$ cat src/rtl/imem_fetch_ctrl_if.sv
// CPU fetch port plus byte-wide instruction-memory port, as seen by the fetch controller.
// slave = controller view, master = CPU/memory side view.
interface imem_fetch_ctrl_if #(
  parameter int ADDR_W = 10
);
  logic [31:0]       PC;
  logic [31:0]       INSTRUCTION;
  logic              BUSYWAIT;
  logic              FETCH_ERR;
  logic              MEM_READ;
  logic [ADDR_W-1:0] MEM_ADDR;
  logic [7:0]        MEM_READDATA;
  logic              MEM_BUSYWAIT;

  modport slave (
    input  PC, MEM_READDATA, MEM_BUSYWAIT,
    output INSTRUCTION, BUSYWAIT, FETCH_ERR, MEM_READ, MEM_ADDR
  );

  modport master (
    output PC, MEM_READDATA, MEM_BUSYWAIT,
    input  INSTRUCTION, BUSYWAIT, FETCH_ERR, MEM_READ, MEM_ADDR
  );
endinterface

$ cat src/rtl/imem_fetch_ctrl.sv
// Fetches a 32-bit word as four little-endian byte beats; 1 edge + 4 beats at zero wait.
// Stalls the CPU via BUSYWAIT until the word matches PC; MEM_BUSYWAIT holds the current beat.
module imem_fetch_ctrl #(
  parameter int ADDR_W  = 10,
  parameter int TIMEOUT = 255
) (
  input logic            CLK,
  input logic            RESET,
  imem_fetch_ctrl_if.slave bus
);

  typedef enum logic [1:0] {IDLE, FETCH, VALID, ERROR} state_t;

  localparam logic [7:0] TIMEOUT_C = 8'(TIMEOUT);

  state_t            r_state, w_state;
  logic [ADDR_W-3:0] r_tag, w_tag;
  logic [1:0]        r_beat, w_beat;
  logic [7:0]        r_wait_cnt, w_wait_cnt;
  logic [31:0]       r_instr, w_instr;
  logic [ADDR_W-1:0] r_mem_addr, w_mem_addr;

  logic [ADDR_W-3:0] w_pc_tag;
  logic              w_tag_hit;
  logic [7:0]        w_wait_inc;
  logic              w_unused_pc;

  assign w_pc_tag    = bus.PC[ADDR_W-1:2];
  assign w_tag_hit   = (w_pc_tag == r_tag);
  assign w_wait_inc  = (r_wait_cnt == 8'hFF) ? r_wait_cnt : r_wait_cnt + 8'd1;
  assign w_unused_pc = &{1'b0, bus.PC[31:ADDR_W], bus.PC[1:0]};

  always_ff @(posedge CLK) begin
    if (!RESET) begin
      r_state    <= IDLE;
      r_tag      <= '0;
      r_beat     <= 2'd0;
      r_wait_cnt <= 8'd0;
      r_instr    <= 32'h0;
      r_mem_addr <= '0;
    end else begin
      r_state    <= w_state;
      r_tag      <= w_tag;
      r_beat     <= w_beat;
      r_wait_cnt <= w_wait_cnt;
      r_instr    <= w_instr;
      r_mem_addr <= w_mem_addr;
    end
  end

  always_comb begin
    w_state    = r_state;
    w_tag      = r_tag;
    w_beat     = r_beat;
    w_wait_cnt = r_wait_cnt;
    w_instr    = r_instr;
    w_mem_addr = r_mem_addr;
    unique case (r_state)
      IDLE: begin
        w_tag      = w_pc_tag;
        w_beat     = 2'd0;
        w_wait_cnt = 8'd0;
        w_mem_addr = {w_pc_tag, 2'b00};
        w_state    = FETCH;
      end
      FETCH: begin
        // A redirect wins over a beat completing at the same edge, so the stale byte is dropped.
        if (!w_tag_hit) begin
          w_tag      = w_pc_tag;
          w_beat     = 2'd0;
          w_wait_cnt = 8'd0;
          w_mem_addr = {w_pc_tag, 2'b00};
        end else if (!bus.MEM_BUSYWAIT) begin
          w_instr[8*r_beat +: 8] = bus.MEM_READDATA;
          w_wait_cnt             = 8'd0;
          if (r_beat == 2'd3) begin
            w_state = VALID;
          end else begin
            w_beat     = r_beat + 2'd1;
            w_mem_addr = {r_tag, r_beat + 2'd1};
          end
        end else begin
          w_wait_cnt = w_wait_inc;
          if (w_wait_inc == TIMEOUT_C) w_state = ERROR;
        end
      end
      VALID: begin
        if (!w_tag_hit) begin
          w_tag      = w_pc_tag;
          w_beat     = 2'd0;
          w_wait_cnt = 8'd0;
          w_mem_addr = {w_pc_tag, 2'b00};
          w_state    = FETCH;
        end
      end
      ERROR: w_state = ERROR;
      default: w_state = IDLE;
    endcase
  end

  assign bus.INSTRUCTION = r_instr;
  assign bus.MEM_ADDR    = r_mem_addr;
  assign bus.MEM_READ    = (r_state == FETCH);
  assign bus.FETCH_ERR   = (r_state == ERROR);
  assign bus.BUSYWAIT    = !((r_state == VALID) && w_tag_hit);

endmodule
$ cat src/flat_wrapper.sv
// flat-port wrapper written by rule: the top's interface ports become plain ports
module imem_fetch_ctrl_flat 
#(
  parameter int ADDR_W  = 10,
  parameter int TIMEOUT = 255
)
  (CLK, RESET, bus_PC, bus_MEM_READDATA, bus_MEM_BUSYWAIT, bus_INSTRUCTION, bus_BUSYWAIT, bus_FETCH_ERR, bus_MEM_READ, bus_MEM_ADDR);
  imem_fetch_ctrl_if #(.ADDR_W(ADDR_W)) bus_i ();
  input logic CLK;
  input logic RESET;
  input wire logic [$bits(bus_i.PC)-1:0] bus_PC;
  input wire logic [$bits(bus_i.MEM_READDATA)-1:0] bus_MEM_READDATA;
  input wire logic [$bits(bus_i.MEM_BUSYWAIT)-1:0] bus_MEM_BUSYWAIT;
  output wire logic [$bits(bus_i.INSTRUCTION)-1:0] bus_INSTRUCTION;
  output wire logic [$bits(bus_i.BUSYWAIT)-1:0] bus_BUSYWAIT;
  output wire logic [$bits(bus_i.FETCH_ERR)-1:0] bus_FETCH_ERR;
  output wire logic [$bits(bus_i.MEM_READ)-1:0] bus_MEM_READ;
  output wire logic [$bits(bus_i.MEM_ADDR)-1:0] bus_MEM_ADDR;
  assign bus_i.PC = bus_PC;
  assign bus_i.MEM_READDATA = bus_MEM_READDATA;
  assign bus_i.MEM_BUSYWAIT = bus_MEM_BUSYWAIT;
  assign bus_INSTRUCTION = bus_i.INSTRUCTION;
  assign bus_BUSYWAIT = bus_i.BUSYWAIT;
  assign bus_FETCH_ERR = bus_i.FETCH_ERR;
  assign bus_MEM_READ = bus_i.MEM_READ;
  assign bus_MEM_ADDR = bus_i.MEM_ADDR;
  imem_fetch_ctrl #(.ADDR_W(ADDR_W), .TIMEOUT(TIMEOUT)) u_core (.CLK(CLK), .RESET(RESET), .bus(bus_i));
endmodule
$ cat config.mk
export PLATFORM = sky130hd
export DESIGN_NAME = imem_fetch_ctrl_flat
export DESIGN_NICKNAME = d
export VERILOG_FILES = /design/src/rtl/imem_fetch_ctrl_if.sv /design/src/rtl/imem_fetch_ctrl.sv /design/src/flat_wrapper.sv
export SDC_FILE = /design/constraint.sdc
export NUM_CORES = 1
export LEC_CHECK = 0
export ABC_AREA = 1
export CORE_MARGIN = 2
export CORE_UTILIZATION = 40
export CTS_CLUSTER_DIAMETER = 150
export DETAILED_ROUTE_END_ITERATION = 8
export GPL_TIMING_DRIVEN = 0
export PLACE_DENSITY = 0.71
export SLEW_MARGIN = 25
export SYNTH_ARGS = -nofsm -noshare
export SYNTH_HDL_FRONTEND = slang
export SYNTH_SLANG_ARGS = --single-unit
$ cat constraint.sdc
create_clock -name CLK -period 2.5 [get_ports CLK]
set_clock_uncertainty 0.15 [all_clocks]
set_input_delay 0.5 -clock CLK [delete_from_list [all_inputs] [get_ports CLK]]
set_output_delay 0.5 -clock CLK [all_outputs]
set_load 0.01 [all_outputs]
==> impl_metrics.csv, run 1 <==
group,metric,value,unit
critical_path,cp.arrival,1.72,ns
synth,synth-edff-count,0,
route,ant_nets,0,
cts,clock_sinks,60,
synth,syn_nets,479,
critical_path,worstSetupPathType,"input port to output port",
place,numPortBuffers,62,
grt,grt-ovfl-total,0,
grt,grt_start_max_net_pins,11,
route,dr.pass1.iters,5,
synth,synthCells,425,
cts,clk_path_buf_depth,2,
cts,cts_made_buffers,9,
route,routed_via_density,4.939,
cts,path_clk_slew,0.07,ns
layout,drive_above_1_share,10.12,%
power,p_leak,1.625,nW
critical_path,cp_max_fo,4,
layout,num-nets-final,554,
critical_path,critPathMaxStageDelay,0.54,ns
critical_path,crit_slowest_cell,"clkdlybuf4s50_1",
cts,clock_latency,0.34,ns
synth,synth-seq-cells,60,
critical_path,r2r_end,"u_core.bus.INSTRUCTION[22]",
place,place.gp.congestion,0.8952,
route,drt_iter0_drc,138,
synth,avgSynthCellArea,7.189,sq um
layout,num_antenna_cells,0,
power,p_per_area,562.8,nW/um^2
critical_path,worst_setup_path_end_kind,"output port",
sta,slew_headroom,69.24,%
layout,design_area,4005,sq um
floorplan,die_w,91.40,microns
cts,cts_max_level,3,
critical_path,crit_family,"buffers and inverters",
grt,grt_pass1_vias,2730,
min_path,hold_end,"u_core.r_tag[3]",
critical_path,rrSetupSlack,0.33,ns
sta,fmax,421.7,MHz
synth,synthFlopType,"dfxtp_1",
sta,worst_slew_pin_slew,0.4614,ns
route,drcViolationCount,0,
sta,setup_violations,0,
min_path,hold_start,"u_core.r_tag[3]",
layout,fill_cells,700,
place,place_area,3800,sq um
sta,whs,0.3098,ns
place,place_hpwl,5.635,mm
synth,syn_area,3055,sq um
sta,setup_slack,0.1284,ns
floorplan,die_area,8354,sq um
critical_path,cp.required,1.85,ns
min_path,hold_path.class,"register to register",
cts,cts_hold_buf,0,
cts,root_buffer,"clkbuf_8",
critical_path,crit_chain,"clkdlybuf4s50_1, xnor2_1, nand2_1, nor2_4, nand3_2, clkbuf_2",
route,drt-wirelength-per-cell,12.40,microns
outcome,run_status,"finished clean",
cts,cts_tree,"done",
synth,ys_warn_count,0,
floorplan,die_y,91.40,microns
sta,maxSlewViolCount,0,
critical_path,r2r_cells,8,
sta,period_minus_slack,2.372,ns
grt,grt_antenna_before_repair,0,
grt,grt_pass1_wl,12.34,mm
layout,syn2layout_area_growth,31.08,%
power,finalPower,2.254,mW
synth,ys_async_sr_fraction,0,%
floorplan,core,7331,sq um
floorplan,io_pins,88,
sta,hold_viol,0,
route,via_count,2978,
critical_path,start_kind,"input port",
floorplan,num_rows,31,
sta,min_period_over_period,94.86,%
critical_path,crit_buf_inv,2,
place,dp_slack,-0.3093,ns
floorplan,start_util,41.68,%
job,cap_violations,0,
synth,yosysUniqueCellTypes,32,
min_path,hold_depth,2,
route,totalWireLength,7.479,mm
sta,setup_tns,0,ns
power,ir_worst_vdd,0.0003968,V
grt,gr-usage-all-layers,17.95,%
critical_path,worstReg2RegStart,"u_core.bus.MEM_ADDR[0]",
sta,rsz0062_at_grt,"false",
synth,ys_seq_area_share,39.31,%
-- worst max path at each step --
stage	startpoint	end	depth (start not counted)
global route	bus_PC[7]	bus_BUSYWAIT	6
CTS	bus_PC[6]	bus_BUSYWAIT	7
floorplan	u_core.bus.MEM_ADDR[0]	u_core.bus.INSTRUCTION[14]	8
global placement	bus_PC[8]	bus_BUSYWAIT	6
finish	bus_PC[7]	bus_BUSYWAIT	6
detailed placement	bus_PC[7]	bus_BUSYWAIT	6
-- flip-flops by register name (all words and copies together), names as in the netlist --
| signal | cells |
|---|---|
| u_core.bus.INSTRUCTION | 32 |
| u_core.bus.MEM_ADDR | 10 |
| u_core.r_tag | 8 |
| u_core.r_wait_cnt | 8 |
| u_core.r_state | 2 |
-- metal layers --
layer / vias to the layer above / track usage, % / part of all wire [%]
li1: 1536 / - / -
met1: 1330 / 22.88 / 45
met2: 97 / 29.60 / 48
met3: 15 / 4.232 / 5.5
met4: 0 / 6.187 / 1.6
met5: - / 0 / 0
-- metrics by stage --
stage	instances	util, %
floorplan	425	-
global placement	586	51.83
detailed placement	586	51.83
CTS	602	54.53
global route	603	54.63
finish	603	54.63
-- synth_stat cells (2+ instances only) --
master / instances / area (sq um)
ha_1: 11 / 137.6
xnor2_1: 6 / 52.55
dfxtp_1: 60 / 1201
buf_6: 3 / 33.78
inv_1: 36 / 135.1
nand4_1: 10 / 62.56
nand3_1: 28 / 140.1
a21oi_2: 5 / 43.79
clkbuf_1: 4 / 15.01
nor2_1: 67 / 251.5
nand2_4: 2 / 22.52
buf_2: 2 / 10.01
nor3_1: 2 / 10.01
o21ai_1: 12 / 60.06
o21ai_0: 38 / 190.2
a21oi_1: 27 / 135.1
nor2_4: 6 / 67.56
buf_1: 3 / 11.26
nand2_1: 88 / 330.3
buf_4: 3 / 22.52
-- cells by family (layout without fill, tap and decap cells) --
| logic type | Yosys count | count (layout) | share of synthesized area, % |
|---|---|---|---|
| AND/OR/NAND/NOR | 208 | 208 | 30.79 |
| flip-flops | 60 | 60 | 39.31 |
| buffers and inverters | 54 | 133 | 8.272 |
| adder cells (fa/ha/maj) | 11 | 11 | 4.504 |
| AO/OA/AOI/OAI | 85 | 85 | 15.11 |
| XOR/XNOR | 7 | 7 | 2.007 |
-- report_power, final --
part           leakage (nW)  switching [mW]  internal (mW)  total, mW
Sequential            0.489          0.0318           1.00       1.03
Combinational          1.04           0.224          0.157      0.381
Clock                0.0979           0.364          0.476      0.840
-- cells in the final DEF (no fill, tap or decap), types with 2 or more instances in the layout --
cell type / n
o21ai_1: 12
buf_2: 2
nand2_1: 88
nand3_1: 28
clkinv_2: 4
a21oi_2: 5
a21oi_1: 27
nor2_1: 66
o21ai_0: 38
buf_4: 5
nor2_4: 6
inv_1: 36
nor3_1: 2
clkdlybuf4s50_1: 61
ha_1: 11
buf_6: 3
clkbuf_1: 4
nand2_4: 2
xnor2_1: 6
buf_1: 3
dfxtp_1: 59
nand4_1: 10
clkbuf_8: 10
-- worst register-to-register path, delay by kind of cell (launching register included) --
family | cells | cell delay (ns)
AOI/OAI and AO/OA | 1 | 0.22
adders and majority gates | 1 | 0.43
DFF | 1 | 0.45
and+or+nand+nor | 3 | 0.39
buffers and inverters | 3 | 0.47
-- layout make-up --
| class | instances | area, sq um | area share, % |
|---|---|---|---|
| Buffer | 16 | 107.6 | 2.687 |
| Clock buffer | 10 | 137.6 | 3.436 |
| Clock inverter | 5 | 52.55 | 1.312 |
| Inverter | 38 | 146.4 | 3.655 |
| Multi-Input combinational cell | 311 | 1604 | 40.05 |
| Sequential cell | 60 | 1202 | 30.02 |
| Tap cell | 99 | 123.9 | 3.093 |
| Timing Repair Buffer | 64 | 630.6 | 15.75 |
-- repair_timing --
action / in CTS / in global routing
gates resized for setup: 2 / 4
setup endpoints to repair: 6 / 6
buffers inserted: 1 / 1
pin swaps: 1 / 1
Power figures use the tool's default switching activity.
==> run 2: changes to the inputs <==
--- a/config.mk
+++ b/config.mk
@@ -9,9 +9,11 @@
 export CORE_MARGIN = 2
 export CORE_UTILIZATION = 40
 export CTS_CLUSTER_DIAMETER = 150
+export CTS_CLUSTER_SIZE = 25
 export DETAILED_ROUTE_END_ITERATION = 8
 export GPL_TIMING_DRIVEN = 0
-export PLACE_DENSITY = 0.71
+export PLACE_DENSITY = 0.69
+export RECOVER_POWER = 25
 export SLEW_MARGIN = 25
 export SYNTH_ARGS = -nofsm -noshare
 export SYNTH_HDL_FRONTEND = slang
==> impl_metrics.csv, run 2 (same netlist as run 1, synthesis figures left out) <==
group,metric,value,unit
outcome,run_status,"finished clean",
grt,grt_pass1_vias,2631,
power,ir_worst_vdd,0.0004144,V
power,p_per_area,546.9,nW/um^2
layout,seq_area,1202,sq um
critical_path,critPathMaxStageDelay,0.53,ns
route,via_count,2940,
layout,fin_cells,604,
sta,setup_violations,0,
floorplan,die_y,91.40,microns
critical_path,crit_chain,"clkdlybuf4s50_1, inv_1, nand2_2, nand4_2, nor2_4, nand3_2, clkbuf_2",
cts,cts_made_buffers,9,
route,dr.pass1.iters,4,
layout,drive_above_1_share,9.901,%
critical_path,cp_max_fo,4,
layout,final_cell_mix,"88 x nand2_1, 66 x nor2_1, 59 x dfxtp_1, 38 x o21ai_0, 36 x inv_1",
critical_path,crit_buf_inv,3,
sta,min_period_over_period,94.73,%
power,finalPower,2.181,mW
sta,hold_viol,0,
cts,clock_sinks,60,
layout,syn2layout_area_growth,30.51,%
critical_path,cp.required,1.85,ns
route,routed_via_density,4.868,
min_path,hold_start,"u_core.r_tag[5]",
sta,slew_headroom,68.36,%
cts,cts_max_level,3,
job,cap_violations,0,
critical_path,rrSetupSlack,0.36,ns
grt,grt-ovfl-total,0,
sta,rsz0062_at_grt,"false",
route,totalWireLength,7.517,mm
grt,grt_pass1_wl,12.21,mm
floorplan,die_area,8354,sq um
min_path,hold_depth,2,
layout,fill_cells,711,
layout,num-nets-final,554,
sta,worst_slew_pin_slew,0.4746,ns
cts,path_clk_slew,0.07,ns
grt,gr-usage-all-layers,18.00,%
floorplan,start_util,41.68,%
sta,whs,0.3124,ns
critical_path,cp.arrival,1.72,ns
layout,final_common_cell,"nand2_1",
critical_path,start_kind,"input port",
cts,clock_latency,0.34,ns
route,drcViolationCount,0,
power,p_leak,1.704,nW
grt,grt_start_max_net_pins,11,
place,place.gp.congestion,0.8488,
floorplan,num_rows,31,
route,drt-wirelength-per-cell,12.45,microns
layout,design_area,3988,sq um
critical_path,r2r_cells,8,
place,numPortBuffers,62,
place,dpl.cell_count,586,
sta,maxSlewViolCount,0,
floorplan,core,7331,sq um
min_path,hold_path.class,"register to register",
place,place_area,3800,sq um
critical_path,worstSetupPathType,"input port to output port",
critical_path,worst_setup_path_end_kind,"output port",
layout,multi_input_area,1604,sq um
cts,clk_path_buf_depth,2,
place,place_hpwl,5.547,mm
min_path,hold_end,"u_core.r_tag[5]",
layout,largest_reg_flops,32,
cts,cts_tree,"done",
floorplan,die_w,91.40,microns
floorplan,io_pins,88,
grt,grt_antenna_before_repair,0,
critical_path,crit_slowest_cell,"clkdlybuf4s50_1",
critical_path,worstReg2RegStart,"u_core.bus.MEM_ADDR[0]",
layout,num_antenna_cells,0,
route,drt_iter0_drc,133,
critical_path,r2r_end,"u_core.bus.INSTRUCTION[22]",
sta,fmax,422.2,MHz
cts,root_buffer,"clkbuf_8",
route,ant_nets,0,
critical_path,crit_family,"buffers and inverters",
sta,period_minus_slack,2.368,ns
run 2: how the worst max path moves through the flow:
stage	from	endpoint	slack (ns)	depth (start not counted)
floorplan	u_core.bus.MEM_ADDR[0]	u_core.bus.INSTRUCTION[14]	0.37	8
global placement	bus_PC[8]	bus_BUSYWAIT	-0.28	6
detailed placement	bus_PC[6]	bus_BUSYWAIT	-0.30	7
CTS	bus_PC[6]	bus_BUSYWAIT	0.03	7
global route	bus_PC[5]	bus_BUSYWAIT	0.07	6
finish	bus_PC[6]	bus_BUSYWAIT	0.13	7
run 2: metrics by stage:
step	setup WS [ns]	TNS (ns)	util [%]
after floorplan	0.3695	0	-
after global placement	-0.2840	-0.2940	51.83
after detailed placement	-0.3018	-0.3329	51.83
after CTS	0.02611	0	54.38
after global routing	0.06841	0	54.39
final	0.1317	0	54.39
run 2: area by class of cell:
cell class	instances	area share, %
plain buffers	16	2.698
clock inverters	4	0.6276
well taps	99	3.106
clock buffers	12	3.640
multi-input cells	311	40.23
flip-flops and latches	60	30.15
repair buffers	64	15.88
inverters	38	3.671
run 2: timing repair:
action / in CTS / in global routing
hold buffers: 0 / 0
setup buffers: 2 / 0
setup endpoints to repair: 6 / 6
gates resized for setup: 3 / 4
pin swaps: 2 / 0
run 2: layer usage:
layer  track usage (%)  part of all wire, %  vias up
met5                 0                    0        -
met4             6.439                  1.6        0
met3             3.568                  3.9       11
met2             28.86                   47       63
met1             23.97                   48     1332
li1                  -                    -     1534
run 2: worst min-delay path: cells and delay by family, from the launching register on:
kind            cells  cell delay (ns)
buf+inv             1             0.05
compound gates      1             0.05
flops               1             0.32
run 2: power by group:
part           switching, mW  internal (mW)
Clock                  0.384          0.383
Sequential            0.0311           1.00
Combinational          0.226          0.154
Total                  0.642           1.54
==> run 3: changes to the inputs <==
--- a/config.mk
+++ b/config.mk
@@ -6,6 +6,7 @@
 export NUM_CORES = 1
 export LEC_CHECK = 0
 export ABC_AREA = 1
+export CAP_MARGIN = 10
 export CORE_MARGIN = 2
 export CORE_UTILIZATION = 40
 export CTS_CLUSTER_DIAMETER = 150
==> results of run 3 <==
The final DEF is identical to that of run 2; final timing and power are the same.
